<file path="config.mk">
export PLATFORM = sky130hd
export DESIGN_NAME = ps2_kbd_ctrl
export DESIGN_NICKNAME = d
export VERILOG_FILES = /design/src/rtl/ps2_kbd_ctrl.sv
export SDC_FILE = /design/constraint.sdc
export NUM_CORES = 1
export LEC_CHECK = 0
export ABC_AREA = 0
export BUFFER_PORTS_ARGS = -buffer_cell sky130_fd_sc_hd__buf_4
export CELL_PAD_IN_SITES_DETAIL_PLACEMENT = 1
export CELL_PAD_IN_SITES_GLOBAL_PLACEMENT = 1
export CORE_ASPECT_RATIO = 0.6
export CORE_UTILIZATION = 35
export DETAILED_ROUTE_END_ITERATION = 16
export GPL_TIMING_DRIVEN = 0
export PLACE_DENSITY = 0.73
export RECOVER_POWER = 25
export SETUP_SLACK_MARGIN = 0.2
export SYNTH_ARGS = -nofsm -noshare
export SYNTH_HDL_FRONTEND = slang
export SYNTH_SLANG_ARGS = --single-unit
</file>
<file path="constraint.sdc">
create_clock -name clk -period 4.8 [get_ports clk]
set_input_delay 0.24 -clock clk [delete_from_list [all_inputs] [get_ports clk]]
set_output_delay 0.24 -clock clk [all_outputs]
set_load 0.01 [all_outputs]
</file>
<file path="src/rtl/ps2_kbd_ctrl.sv">
// PS/2 keyboard scan-code controller: pops bytes from the receiver FIFO, strips
// E0/F0 prefixes, filters typematic repeats and presents key events with a valid/ready handshake.
module ps2_kbd_ctrl #(
   parameter int unsigned CNT_W         = 8,
   parameter bit          FILTER_REPEAT = 1'b1
) (
   input  logic             clk,
   input  logic             clrn,
   input  logic [7:0]       kbd_data,
   input  logic             kbd_ready,
   input  logic             kbd_overflow,
   output logic             kbd_nextdata_n,
   output logic             evt_valid,
   input  logic             evt_ready,
   output logic [7:0]       evt_code,
   output logic             evt_ext,
   output logic             evt_break,
   output logic             key_held,
   output logic [CNT_W-1:0] press_cnt,
   output logic             err_ovf
);

   typedef enum logic [1:0] {StIdle, StPop, StCapt, StEmit} state_e;

   state_e           state_q, state_d;
   logic             ext_pend_q, ext_pend_d;
   logic             brk_pend_q, brk_pend_d;
   logic [7:0]       code_q, code_d;
   logic             ext_q, ext_d;
   logic             brk_q, brk_d;
   logic [8:0]       held_q, held_d;
   logic             key_held_q, key_held_d;
   logic [CNT_W-1:0] press_cnt_q, press_cnt_d;
   logic             err_ovf_q, err_ovf_d;

   logic is_ctrl;
   logic is_repeat;

   always_comb begin
      is_ctrl = 1'b0;
      unique case (kbd_data)
         8'h00, 8'hAA, 8'hEE, 8'hFA, 8'hFE, 8'hFF: is_ctrl = 1'b1;
         default: is_ctrl = 1'b0;
      endcase
   end

   assign is_repeat = FILTER_REPEAT && key_held_q && (held_q == {ext_pend_q, kbd_data});

   always_comb begin
      state_d     = state_q;
      ext_pend_d  = ext_pend_q;
      brk_pend_d  = brk_pend_q;
      code_d      = code_q;
      ext_d       = ext_q;
      brk_d       = brk_q;
      held_d      = held_q;
      key_held_d  = key_held_q;
      press_cnt_d = press_cnt_q;
      err_ovf_d   = err_ovf_q;

      unique case (state_q)
         StIdle: begin
            if (kbd_ready) state_d = StPop;
         end
         StPop: begin
            state_d = StCapt;
         end
         StCapt: begin
            state_d = StIdle;
            if (kbd_data == 8'hE0) begin
               ext_pend_d = 1'b1;
            end else if (kbd_data == 8'hF0) begin
               brk_pend_d = 1'b1;
            end else if (is_ctrl) begin
               ext_pend_d = 1'b0;
               brk_pend_d = 1'b0;
            end else begin
               ext_pend_d = 1'b0;
               brk_pend_d = 1'b0;
               code_d     = kbd_data;
               ext_d      = ext_pend_q;
               brk_d      = brk_pend_q;
               if (brk_pend_q) begin
                  if (held_q == {ext_pend_q, kbd_data}) key_held_d = 1'b0;
                  state_d = StEmit;
               end else if (!is_repeat) begin
                  held_d      = {ext_pend_q, kbd_data};
                  key_held_d  = 1'b1;
                  press_cnt_d = press_cnt_q + CNT_W'(1);
                  state_d     = StEmit;
               end
            end
         end
         StEmit: begin
            if (evt_ready) state_d = StIdle;
         end
         default: state_d = StIdle;
      endcase

      // First overflow wins over any prefix captured this cycle: partial sequences are suspect.
      if (kbd_overflow && !err_ovf_q) begin
         err_ovf_d  = 1'b1;
         ext_pend_d = 1'b0;
         brk_pend_d = 1'b0;
      end
   end

   always_ff @(posedge clk or negedge clrn) begin
      if (!clrn) begin
         state_q     <= StIdle;
         ext_pend_q  <= 1'b0;
         brk_pend_q  <= 1'b0;
         code_q      <= 8'h00;
         ext_q       <= 1'b0;
         brk_q       <= 1'b0;
         held_q      <= 9'h000;
         key_held_q  <= 1'b0;
         press_cnt_q <= '0;
         err_ovf_q   <= 1'b0;
      end else begin
         state_q     <= state_d;
         ext_pend_q  <= ext_pend_d;
         brk_pend_q  <= brk_pend_d;
         code_q      <= code_d;
         ext_q       <= ext_d;
         brk_q       <= brk_d;
         held_q      <= held_d;
         key_held_q  <= key_held_d;
         press_cnt_q <= press_cnt_d;
         err_ovf_q   <= err_ovf_d;
      end
   end

   assign kbd_nextdata_n = (state_q != StPop);
   assign evt_valid      = (state_q == StEmit);
   assign evt_code       = code_q;
   assign evt_ext        = ext_q;
   assign evt_break      = brk_q;
   assign key_held       = key_held_q;
   assign press_cnt      = press_cnt_q;
   assign err_ovf        = err_ovf_q;

endmodule

</file>
# ---- After elaboration in Yosys (flattened, before gate mapping)
# Index checks and enable logic that the tools add are counted.
# W data, S select, Z words.
dict set report totals {
  register_bits 33
  inputBits 13
  out_inout_bits 22
}
dict set report op_classes {
  add_sub_neg 1
  n_eq_ne 18
  n_mux 20
  n_bitwise 5
  n_reduce_logical 13
}
# operator count
set op_table {}
lappend op_table {{$eq A8 B8 Y1 const B} 7}
lappend op_table {{$mux W2} 7}
lappend op_table {{$mux W1} 12}
lappend op_table {{$reduce_and A6 Y1} 2}
lappend op_table {{$eq A9 B9 Y1} 1}
lappend op_table {{$add A8 B1 Y8 const B} 1}
lappend op_table {{$logic_not A8 Y1} 1}
lappend op_table {{$ne A2 B1 Y1 const B} 4}
lappend op_table {{$pmux W2 S4} 1}
lappend op_table {{$reduce_and A2 Y1} 3}
lappend op_table {{$reduce_or A6 Y1} 1}
lappend op_table {{$not A1 Y1} 5}
lappend op_table {{$eq A2 B2 Y1 const B} 2}
lappend op_table {{$ne A2 B2 Y1 const B} 2}
lappend op_table {{$reduce_and A4 Y1} 1}
lappend op_table {{$ne A3 B2 Y1 const B} 1}
lappend op_table {{$eq A2 B1 Y1 const B} 1}
lappend op_table {{$logic_and A1 B1 Y1} 2}
lappend op_table {{$logic_not A2 Y1} 1}
lappend op_table {{$reduce_bool A2 Y1} 1}
lappend op_table {{$logic_not A1 Y1} 1}

# ---- Depth between registers and ports, before layout
# Gate-level depths: netlist of the first run.
dict set report depth {
  depth_word 8
  mapped_depth 8
  ltp_nobuf 6
}

# ---- Least setup slack after synthesis of the first run
# Ideal clock, no wire load.
dict set report synth_path {
  kind {register -> register}
  from {register state_q[0]}
  to {register held_q[3]}
  t_arrival_ps 1738
  t_required_ps 4675
  setup_slack_ps 2937
  stages_incl_launch_ff 6
  period_less_slack_ps 1863
  cell_sequence {dfrtp_1 -> nand2b_1 -> or3_4 -> nor3_4 -> buf_6 -> mux2_4}
}
dict set report synth_between {
  elab_chain_cells 2
}
# item line
set synth_rtl {}
lappend synth_rtl {{from (decl)} 25} ;# state_e state_q, state_d;
lappend synth_rtl {{from (signal assigned)} 110} ;# state_q <= StIdle;
lappend synth_rtl {{from (signal assigned)} 121} ;# state_q <= state_d;
lappend synth_rtl {{$eq A2 B2 Y1} 61} ;# unique case (state_q)
lappend synth_rtl {{$reduce_and A6 Y1 (no line)} --}
lappend synth_rtl {{to (signal assigned)} 127} ;# held_q <= held_d;
lappend synth_rtl {{to (decl)} 31} ;# logic [8:0] held_q, held_d;
# Every way passes these cells.
# A chain may end at the register's enable or synchronous reset.

# ---- Final worst setup path of the first run
# Ends and elaborated chain as after synthesis.

==> impl_results.md, run 1 <==
- Die X: 88.09 µm
- Antenna Violating Nets Remaining: 0
- Area occupied by multi-input gates: 669.4 µm²
- Critical path class: reg -> reg
- Slew Viols, Final: 34
- Max Freq: 470.6 MHz
- Initial core utilization: 0.3716
- Status: complete, but fails checks
- Power per cell area: 637.6 nW/µm²
- Fraction of layout cells with a size suffix above 1: 0.3801
- Failing checks: max-capacitance violations, max-slew violations
- Cell Rows: 18
- MaxCap Viol Count: 1
- Placed cell count: 223
- Reg area: 825.8 µm²
- # clock sinks: 33
- CTS max path bufs: 2
- Area Overhead vs Synth: 26.21%
- Crit end category: register
- Overflow after GRT: 0
- Sequential cell fraction of total power: 0.400
- Worst skew pair latency: 290 ps
- TNS Setup: 0 ps
- Critical Path AT: 2310 ps
- Die Y-Extent: 53.66 µm
- Hold Crit Class: in -> reg
- I/O pins: 35
- # setup viols final: 0
- Synth unique cells: 36
- Vias in the first global route: 1194
- Reg2reg setup slack: 2670 ps
- Mapped cell area: 1556 µm²
- Final Critical Period: 2125 ps
- Layout Skew: 4.541 ps
- Slew headroom: -0.1949
- Fillers: 477
- GPL Wtd Cong: 0.7639
- Worst VDD drop: 0.0002264 V
- Seq/Total Area, Yosys: 0.5305
- Finished Layout Cells: 231
- Hold depth: 2
- RR Endpoint: held_q[3]$_DFFE_PN0P_
- P_leak: 0.8773 nW
- Slowest cell on crit path: dfrtp_1
- Clock root buffer: clkbuf_8
- CP Max Fanout: 10
- Initial antenna violation count: 0
- Most frequent cells in the layout: 33 x dfrtp_1, 32 x buf_4, 17 x mux2_2
- Worst r2r src: state_q[0]$_DFFE_PN0P_
- Hold Startpoint: kbd_overflow
- Placed Area: 1872 µm²
- Async S/R FF share, synth: 1.000
- Final Power: 0.001253 W
- Dpl hpwl: 2865 µm
- Die ar.: 4726 µm²
- Vias/cell: 5.061
- Commonest non-fill, non-tap cell in the layout: dfrtp_1
- Sw frac: 0.3551
- Final net count: 185
- Clock-pin slew on the worst setup and hold paths: 70 ps
- Drt pass-1 iters: 4
- Syn_nets: 145
- EDFF count, synth: 0
- Comb pwr share: 0.428
- Type of origin of the critical path: register
- RSZ-0062 raised after global routing: no
- Core Area: 4189 µm²
- Total CTS buffers: 5
- Buffer and inverter count on the worst path: 1
- Initial DRC count: 12
- Crit path max-delay family: simple AND/OR/NAND/NOR gates
- Int Power: 0.0008077 W
- Drt total wl: 3803 µm
- Port-buffer cells: 32
- # H-tree levels: 2
- Crit-path cells: nand2b_1, or3_4, nor3_4, buf_6, mux2_4
- Yosys reg bits: 33
- First-pass GRT wire length: 6003 µm
- Drc violations: 0
- Crit-path max cell delay: 430 ps
- R2R cell count: 5
- Vias: 1169
- Largest net degree at the start of global routing: 34
- Final period utilization: 0.4427
- Sw power: 0.0004448 W
- Post-CTS Setup Inserts: 0
- Synth warnings: 0
- Final hold violation count: 0
- Min Hold Slack: 146.6 ps
- Total GRT Usage: 0.1828
- Synth Area per Inst: 11.88 µm²
- Avg WL per Cell: 16.46 µm
- Slew @ Worst Pin: 1792 ps
- Final Instance Area: 1964 µm²
- Hold EP: err_ovf$_DFFE_PN0P_
- CP required: 4980 ps
- Synthesized instance count: 131
- Number of diodes: 0
- Clock share of power: 0.172
- Main synth FF type: dfrtp_1
- CTS tree: done
[metal layers]
layer | track usage | vias to the layer above | wire, µm | share of wire
li1 | - | 535 | - | -
met1 | 0.2315 | 598 | 1790 | 0.47
met2 | 0.2920 | 28 | 1775 | 0.47
met3 | 0.05521 | 8 | 178 | 0.047
met4 | 0.08602 | 0 | 59 | 0.016
met5 | 0 | - | 0 | 0
[repair_timing]
action | 4_1_cts | 5_1_grt
hold buffers | 1 | 0
gates resized for setup | 0 | 0
endpoints found under the hold margin | 33 | 0
[area by class of cell]
type	count	share of cell area
Inverter	7	0.01338
Tap cell	60	0.03822
Timing Repair Buffer	33	0.1255
Sequential cell	33	0.4204
Multi-Input combinational cell	87	0.3408
Buffer	4	0.01783
Clock buffer	7	0.04395
[cell usage after synthesis, types with 2 or more instances]
library cell / count / area (µm²)
o211ai_1: 2 / 15.01
or4_1: 2 / 15.01
o21ai_0: 2 / 10.01
nand3_1: 4 / 20.02
nor2_1: 6 / 22.52
xnor2_1: 11 / 96.34
nand4_1: 4 / 25.02
buf_6: 2 / 22.52
mux2_2: 17 / 191.4
dfrtp_1: 33 / 825.8
a21oi_1: 2 / 10.01
inv_1: 7 / 26.28
and3_1: 2 / 12.51
xor2_1: 3 / 26.28
or2_2: 2 / 12.51
nand2b_1: 3 / 18.77
nand2_1: 10 / 37.54
[registers in the layout, indices dropped and copies added (netlist names), 2 cells and up]
register	cells
held_q	9
evt_code	8
state_q	2
press_cnt	8
[kinds of logic (layout without fill, tap and decap cells)]
logic type | after synthesis | count (layout) | share of synthesized area
buf+inv | 11 | 51 | 0.03939
compound gates | 12 | 12 | 0.05467
fa+ha+maj | 1 | 1 | 0.008037
simple gates | 42 | 42 | 0.1560
flops | 33 | 33 | 0.5305
xor+xnor | 14 | 14 | 0.07878
mux | 18 | 18 | 0.1326
[through the flow]
step | util | setup slack (ps)
5_1_grt | 0.4689 | 2426
4_1_cts | 0.4698 | 2683
3_3_place_gp | 0.4468 | 2768
6_report | 0.4689 | 2675
3_5_place_dp | 0.4468 | 2684
2_1_floorplan | - | 2937
[how the worst max path moves through the flow]
stage | endpoint | from | slack, ps | cells after the start
floorplan | held_q[3]$_DFFE_PN0P_ | state_q[0]$_DFFE_PN0P_ | 2940 | 5
global placement | held_q[3]$_DFFE_PN0P_ | state_q[0]$_DFFE_PN0P_ | 2770 | 5
detailed placement | held_q[3]$_DFFE_PN0P_ | state_q[0]$_DFFE_PN0P_ | 2680 | 5
CTS | held_q[3]$_DFFE_PN0P_ | state_q[0]$_DFFE_PN0P_ | 2680 | 5
global route | evt_code[6]$_DFFE_PN0P_ | clrn | 2430 | 2
finish | held_q[3]$_DFFE_PN0P_ | state_q[0]$_DFFE_PN0P_ | 2670 | 5
[power groups by stage]
stage          logic, W  clock network (W)  registers, W
2_1_floorplan  0.000313                  0      0.000513
3_3_place_gp   0.000514                  0      0.000492
3_5_place_dp   0.000544                  0      0.000508
4_1_cts        0.000546           0.000222      0.000503
5_1_grt        0.000589           0.000232      0.000519
6_report       0.000536           0.000215      0.000502
Note: power is estimated with default switching activity, not from simulation.
==> inputs of run 2 (changes only) <==
--- a/config.mk
+++ b/config.mk
@@ -13,7 +13,7 @@
 export CORE_UTILIZATION = 35
 export DETAILED_ROUTE_END_ITERATION = 16
 export GPL_TIMING_DRIVEN = 0
-export PLACE_DENSITY = 0.73
+export PLACE_DENSITY = 0.76
 export RECOVER_POWER = 25
 export SETUP_SLACK_MARGIN = 0.2
 export SYNTH_ARGS = -nofsm -noshare
==> constraint.sdc (replaced) <==
create_clock -name clk -period 1.95 [get_ports clk]
set_input_delay 0.0975 -clock clk [delete_from_list [all_inputs] [get_ports clk]]
set_output_delay 0.0975 -clock clk [all_outputs]
set_load 0.01 [all_outputs]
==> run 2 against run 1 <==
The flow now finishes without violations. Utilization increased by 1.6 points. Critical path depth increased by 1. Largest cell class unchanged. Maximum frequency increased by 11%. Die area unchanged. First-iteration DRC count increased to 3.4 times the previous value. Wire length decreased by 3.6%.
==> impl_results.md, run 2 (synthesis results as in run 1) <==
- Port-buffer cells: 32 (unchanged)
- First-pass GRT wire length: 5878 µm (-2.1%)
- Die Y-Extent: 53.66 µm (unchanged)
- Die ar.: 4726 µm² (unchanged)
- Vias: 1140 (-2.5%)
- Max reg flops: 9 (unchanged)
- Met2 Track Usage GR: 0.2817 (-0.01034)
- Placed cell count: 223 (unchanged)
- Final Critical Period: 1911 ps (-214.4 ps)
- Initial antenna violation count: 0 (unchanged)
- # H-tree levels: 2 (unchanged)
- CP required: 2120 ps (-2860 ps)
- # setup viols final: 0 (unchanged)
- Area Overhead vs Synth: 30.55%
- MaxCap Viol Count: 0 (-1)
- # clock sinks: 33 (unchanged)
- CTS max path bufs: 2 (unchanged)
- Total CTS buffers: 5 (unchanged)
- Overflow after GRT: 0 (unchanged)
- Avg WL per Cell: 15.46 µm (-6.1%)
- Final Power: 0.003186 W (+150%)
- Type of origin of the critical path: register
- Final net count: 191 (+3.2%)
- CP Max Fanout: 5 (-5)
- CTS tree: done
- R2R cell count: 6 (+1)
- RSZ-0062 raised after global routing: yes
- Largest net degree at the start of global routing: 34 (unchanged)
- Die X: 88.09 µm (unchanged)
- Cell Rows: 18 (unchanged)
- Crit end category: register
- Worst r2r src: held_q[0]$_DFFE_PN0P_
- Number of diodes: 0 (unchanged)
- Clock-pin slew on the worst setup and hold paths: 60 ps (about the same)
- GR Util met3: 0.05215 (-0.003067)
- Antenna Violating Nets Remaining: 0 (unchanged)
- Drt total wl: 3665 µm (-3.6%)
- Most congested layer reported by global routing: met2
- Final period utilization: 0.9799 (+0.5371)
- Slew headroom: 0.3882 (+0.5830)
- Top reg by flops: held_q
- Fraction of layout cells with a size suffix above 1: 0.4124 (+0.03231)
- Most frequent cells in the layout: 35 x buf_4, 33 x dfrtp_1, 17 x mux2_2
- Dpl hpwl: 2650 µm (-7.5%)
- Slew @ Worst Pin: 910.8 ps (-881.6 ps)
- Slew Viols, Final: 0 (-100%)
- Crit. Startpoint: held_q[0]$_DFFE_PN0P_
- Vias in the first global route: 1188 (-0.50%)
- Critical Path AT: 2080 ps (-230 ps)
- Final hold violation count: 0 (unchanged)
- Worst VDD drop: 0.0006539 V (+190%)
- Core Area: 4189 µm² (unchanged)
- Hold Crit Class: in -> reg
- Critical path class: reg -> reg
- Power per cell area: 1568 nW/µm² (+150%)
- Max Freq: 523.4 MHz (+11%)
- Total GRT Usage: 0.1729 (-0.009849)
- RR Endpoint: held_q[3]$_DFFE_PN0P_
- Met1 Track Usage GR: 0.2269 (-0.004585)
- Worst setup endpoint: held_q[3]$_DFFE_PN0P_
- Vias/cell: 4.810 (-4.9%)
- Layout Skew: 7.229 ps (+2.688 ps)
- Status: finished, final reports clean
- Clock root buffer: clkbuf_8
- Utilization after layout: 0.4851 (+0.01613)
- GPL Wtd Cong: 0.7596 (-0.56%)
- Worst skew pair latency: 280 ps (about the same)
- Drc violations: 0 (unchanged)
- P_leak: 0.9166 nW (+4.5%)
- Setup WS post-layout: 39.27 ps (-2636 ps)
- Reg2reg setup slack: 40 ps (-2640 ps)
- Initial core utilization: 0.3716 (unchanged)
- Commonest non-fill, non-tap cell in the layout: buf_4
- Drt pass-1 iters: 4 (unchanged)
- Initial DRC count: 41 (+29)
- Pre-CTS setup slack: -41.44 ps (-2725 ps)
- I/O pins: 35 (unchanged)
- Finished Layout Cells: 237 (+2.6%)
[run 2: timing repair]
item | in CTS | in global routing
setup endpoints to repair | 21 | 23
pin swaps | 1 | 3
gates resized for setup | 0 | 2
hold buffers | 1 | 0
gates cloned | 0 | 1
hold endpoints to repair | 33 | 0
setup buffers | 3 | 2
[run 2: layout make-up]
type | instances | area [µm²]
inverters | 7 | 26.28
fillers | 469 | 2157
plain buffers | 4 | 35.03
multi-input cells | 87 | 685.7
well taps | 60 | 75.07
flip-flops and latches | 33 | 825.8
clock buffers | 7 | 86.33
repair buffers | 39 | 297.8
[run 2: critical path: stages, from the launching register on]
cell	delay [ps]
dfrtp_1	390
xor2_1	150
a2111o_1	450
nor4_4	260
nor3_4	110
buf_6	170
mux2_4	280
[run 2: power by group]
group / internal, W / switching [W] / total (W)
logic: 0.000820 / 0.000622 / 0.00144
registers: 0.000986 / 0.000245 / 0.00123
clock network: 0.000280 / 0.000233 / 0.000513
[run 2: worst min-delay path by stage]
stage	from	endpoint	slack, ps	cells past startpoint
detailed placement	clrn	evt_code[7]$_DFFE_PN0P_	70	1
global placement	clrn	evt_code[5]$_DFFE_PN0P_	60	1
finish	kbd_overflow	err_ovf$_DFFE_PN0P_	20	2
floorplan	clrn	brk_pend_q$_DFFE_PN0P_	-200	0
global route	kbd_overflow	err_ovf$_DFFE_PN0P_	30	2
CTS	kbd_overflow	err_ovf$_DFFE_PN0P_	20	2
[run 2: stage by stage]
step	instance area [µm²]	hold WS (ps)	TNS (ps)
after floorplan	1573	-198.1	0
after global placement	1888	63.14	0
after detailed placement	1888	69.97	-122.9
after CTS	2007	20.71	0
after global routing	2032	25.21	-216.6
final	2032	23.78	0
[run 2: metal layers]
metal  wire length, µm  share of wire  vias up
li1                  -              -      548
met1              1682           0.46      566
met2              1790           0.49       24
met3               170          0.046        2
met4                21         0.0057        0
met5                 0              0        -
==> inputs of run 3 (changes only) <==
--- a/config.mk
+++ b/config.mk
@@ -13,7 +13,7 @@
 export CORE_UTILIZATION = 35
 export DETAILED_ROUTE_END_ITERATION = 16
 export GPL_TIMING_DRIVEN = 0
-export PLACE_DENSITY = 0.76
+export PLACE_DENSITY_LB_ADDON = 0.12
 export RECOVER_POWER = 25
 export SETUP_SLACK_MARGIN = 0.2
 export SYNTH_ARGS = -nofsm -noshare
==> run 3 against run 2 <==
Utilization up 1.3 points. Register-to-register slack better by 20 ps. Maximum frequency up 1.2%. Sequential share of layout area down 1.0 points. Non-clock buffer count up 5. Critical path depth unchanged. Global-route usage up 1.2 points. Die area unchanged. Via count up 2.5%. Critical endpoint unchanged. Largest power group unchanged.
==> impl_results.md, run 3 (synthesis results as in run 1) <==
- Total CTS buffers: 5 (unchanged)
- Avg WL per Cell: 15.35 µm (-0.77%)
- Final Critical Period: 1888 ps (-22.89 ps)
- Type of origin of the critical path: register
- Slew @ Worst Pin: 835.1 ps (-75.71 ps)
- Die Y-Extent: 53.66 µm (unchanged)
- Initial core utilization: 0.3716 (unchanged)
- Crit. Startpoint: held_q[0]$_DFFE_PN0P_
- Clock-pin slew on the worst setup and hold paths: 70 ps (about the same)
- Worst VDD drop: 0.0008274 V (+27%)
- Layout Skew: 7.264 ps (+0.03492 ps)
- MaxCap Viol Count: 0 (unchanged)
- Crit end category: register
- Status: finished, final reports clean
- # H-tree levels: 2 (unchanged)
- Min Hold Slack: 23.33 ps (-0.4447 ps)
- Vias in the first global route: 1231 (+3.6%)
- Slew headroom: 0.4390 (+0.05086)
- Antenna Violating Nets Remaining: 0 (unchanged)
- Area Overhead vs Synth: 34.00%
- Worst r2r src: held_q[0]$_DFFE_PN0P_
- Final net count: 196 (+2.6%)
- P_leak: 0.9620 nW (+4.9%)
- Power per cell area: 1563 nW/µm² (-0.31%)
- Number of diodes: 0 (unchanged)
- Total GRT Usage: 0.1850 (+0.01205)
- Fraction of layout cells with a size suffix above 1: 0.4426 (+0.03019)
- Crit path max-delay family: compound AO/OA/AOI/OAI gates
- Port-buffer cells: 32 (unchanged)
- # clock sinks: 33 (unchanged)
- CP required: 2120 ps (about the same)
- Crit-path cells: xor2_1, a2111o_1, nor4_4, nor3_4, buf_6, mux2_4
- Hold Startpoint: kbd_overflow
- RSZ-0062 raised after global routing: yes
- First-pass GRT wire length: 6189 µm (+5.3%)
- Initial DRC count: 23 (-44%)
- Slowest cell on crit path: a2111o_1
- Final hold violation count: 0 (unchanged)
- Most frequent cells in the layout: 43 x buf_4, 33 x dfrtp_1, 14 x mux2_2
- CTS tree: done
- Clock root buffer: clkbuf_8
- Buffer and inverter count on the worst path: 1 (unchanged)
- Drt pass-1 iters: 4 (unchanged)
- Commonest non-fill, non-tap cell in the layout: buf_4
- Initial antenna violation count: 0 (unchanged)
- Worst skew pair latency: 280 ps (about the same)
- GPL Wtd Cong: 0.7159 (-5.8%)
- Crit-path max cell delay: 450 ps (about the same)
- Largest net degree at the start of global routing: 34 (unchanged)
- TNS Setup: 0 ps (unchanged)
- Critical Path AT: 2060 ps (-20 ps)
- Die X: 88.09 µm (unchanged)
- Vias: 1169 (+2.5%)
- Die ar.: 4726 µm² (unchanged)
- Cell Rows: 18 (unchanged)
- Final period utilization: 0.9681 (-0.01174)
- Hold Crit Class: in -> reg
- CP Max Fanout: 10 (+5)
- Slew Viols, Final: 0 (unchanged)
- Drt total wl: 3729 µm (+1.7%)
- Vias/cell: 4.811 (about the same)
- Top reg by flops: held_q
- Max reg flops: 9 (unchanged)
- Drc violations: 0 (unchanged)
- CTS max path bufs: 2 (unchanged)
- I/O pins: 35 (unchanged)
- # setup viols final: 0 (unchanged)
- Max Freq: 529.7 MHz (+1.2%)
- Dpl hpwl: 2587 µm (-2.4%)
- Core Area: 4189 µm² (unchanged)
- Critical path class: reg -> reg
- Overflow after GRT: 0 (unchanged)
==> run 3: cell count changes in the layout (fill, tap and decap cells not counted) <==
cell and change:
clkbuf_8 -1, mux2_2 -3, o221ai_1 -1, mux2_4 +3, o221ai_2 +1, buf_2 -1, buf_4 +8, clkinv_2 +2
xnor2_2 +1, buf_6 -2, xnor2_1 -1
==> run 3: stage by stage <==
stage / util / total power [W] / setup slack [ps] / instances / instance area (µm²)
after floorplan: - / 0.002058 / 136.0 / 131 / 1573
after global placement: 0.4507 / 0.002507 / 28.37 / 223 / 1888
after detailed placement: 0.4507 / 0.002580 / -20.09 / 223 / 1888
after CTS: 0.4907 / 0.003233 / 69.91 / 242 / 2056
after global routing: 0.4979 / 0.003510 / -9.948 / 243 / 2086
final: 0.4979 / 0.003260 / 62.17 / 243 / 2086
==> run 3: worst reg2reg max path, cell delays in order, from the launching register on <==
cell      delay [ps]
dfrtp_1          390
xor2_1           140
a2111o_1         450
nor4_4           230
nor3_4           110
buf_6            170
mux2_4           290
==> run 3: routing by layer <==
layer,GRT usage,vias to the layer above,share of wire
met5,0,-,0
met4,0.08871,0,0.013
met3,0.05368,4,0.050
li1,-,558,-
met2,0.2894,25,0.46
met1,0.2395,582,0.48
==> run 3: worst paths after layout <==
path	depth (start not counted)	to	slack, ps
setup / recovery	6	held_q[3]$_DFFE_PN0P_	60
hold / removal	2	err_ovf$_DFFE_PN0P_	20
setup reg to reg	6	held_q[3]$_DFFE_PN0P_	60
hold reg to reg	1	press_cnt[7]$_DFFE_PN0P_	470
max in group asynchronous	2	evt_code[5]$_DFFE_PN0P_	990
min in group asynchronous	2	held_q[3]$_DFFE_PN0P_	440
==> run 3: final cells by class <==
class                      count  area [µm²]
buffer                         4       35.03
clock buffer                   6       72.57
clock inverter                 2       10.01
fill                         466        2103
inverter                       7       26.28
multi-input combinational     87       710.7
sequential                    33       825.8
tap                           60       75.07
timing repair buffer          44       330.3
==> run 3: power by group <==
part	switching [W]	leakage (nW)	internal (W)
logic	0.000642	0.521	0.000893
registers	0.000245	0.396	0.000986
clock network	0.000247	0.0450	0.000247
total	0.00113	0.962	0.00213
==> run 3: repair_timing <==
action / CTS / global route
resized for setup: 0 / 5
hold buffers: 1 / 0
pin swaps: 1 / 2
setup buffers: 10 / 1
setup endpoints to repair: 21 / 24
endpoints found under the hold margin: 33 / 0
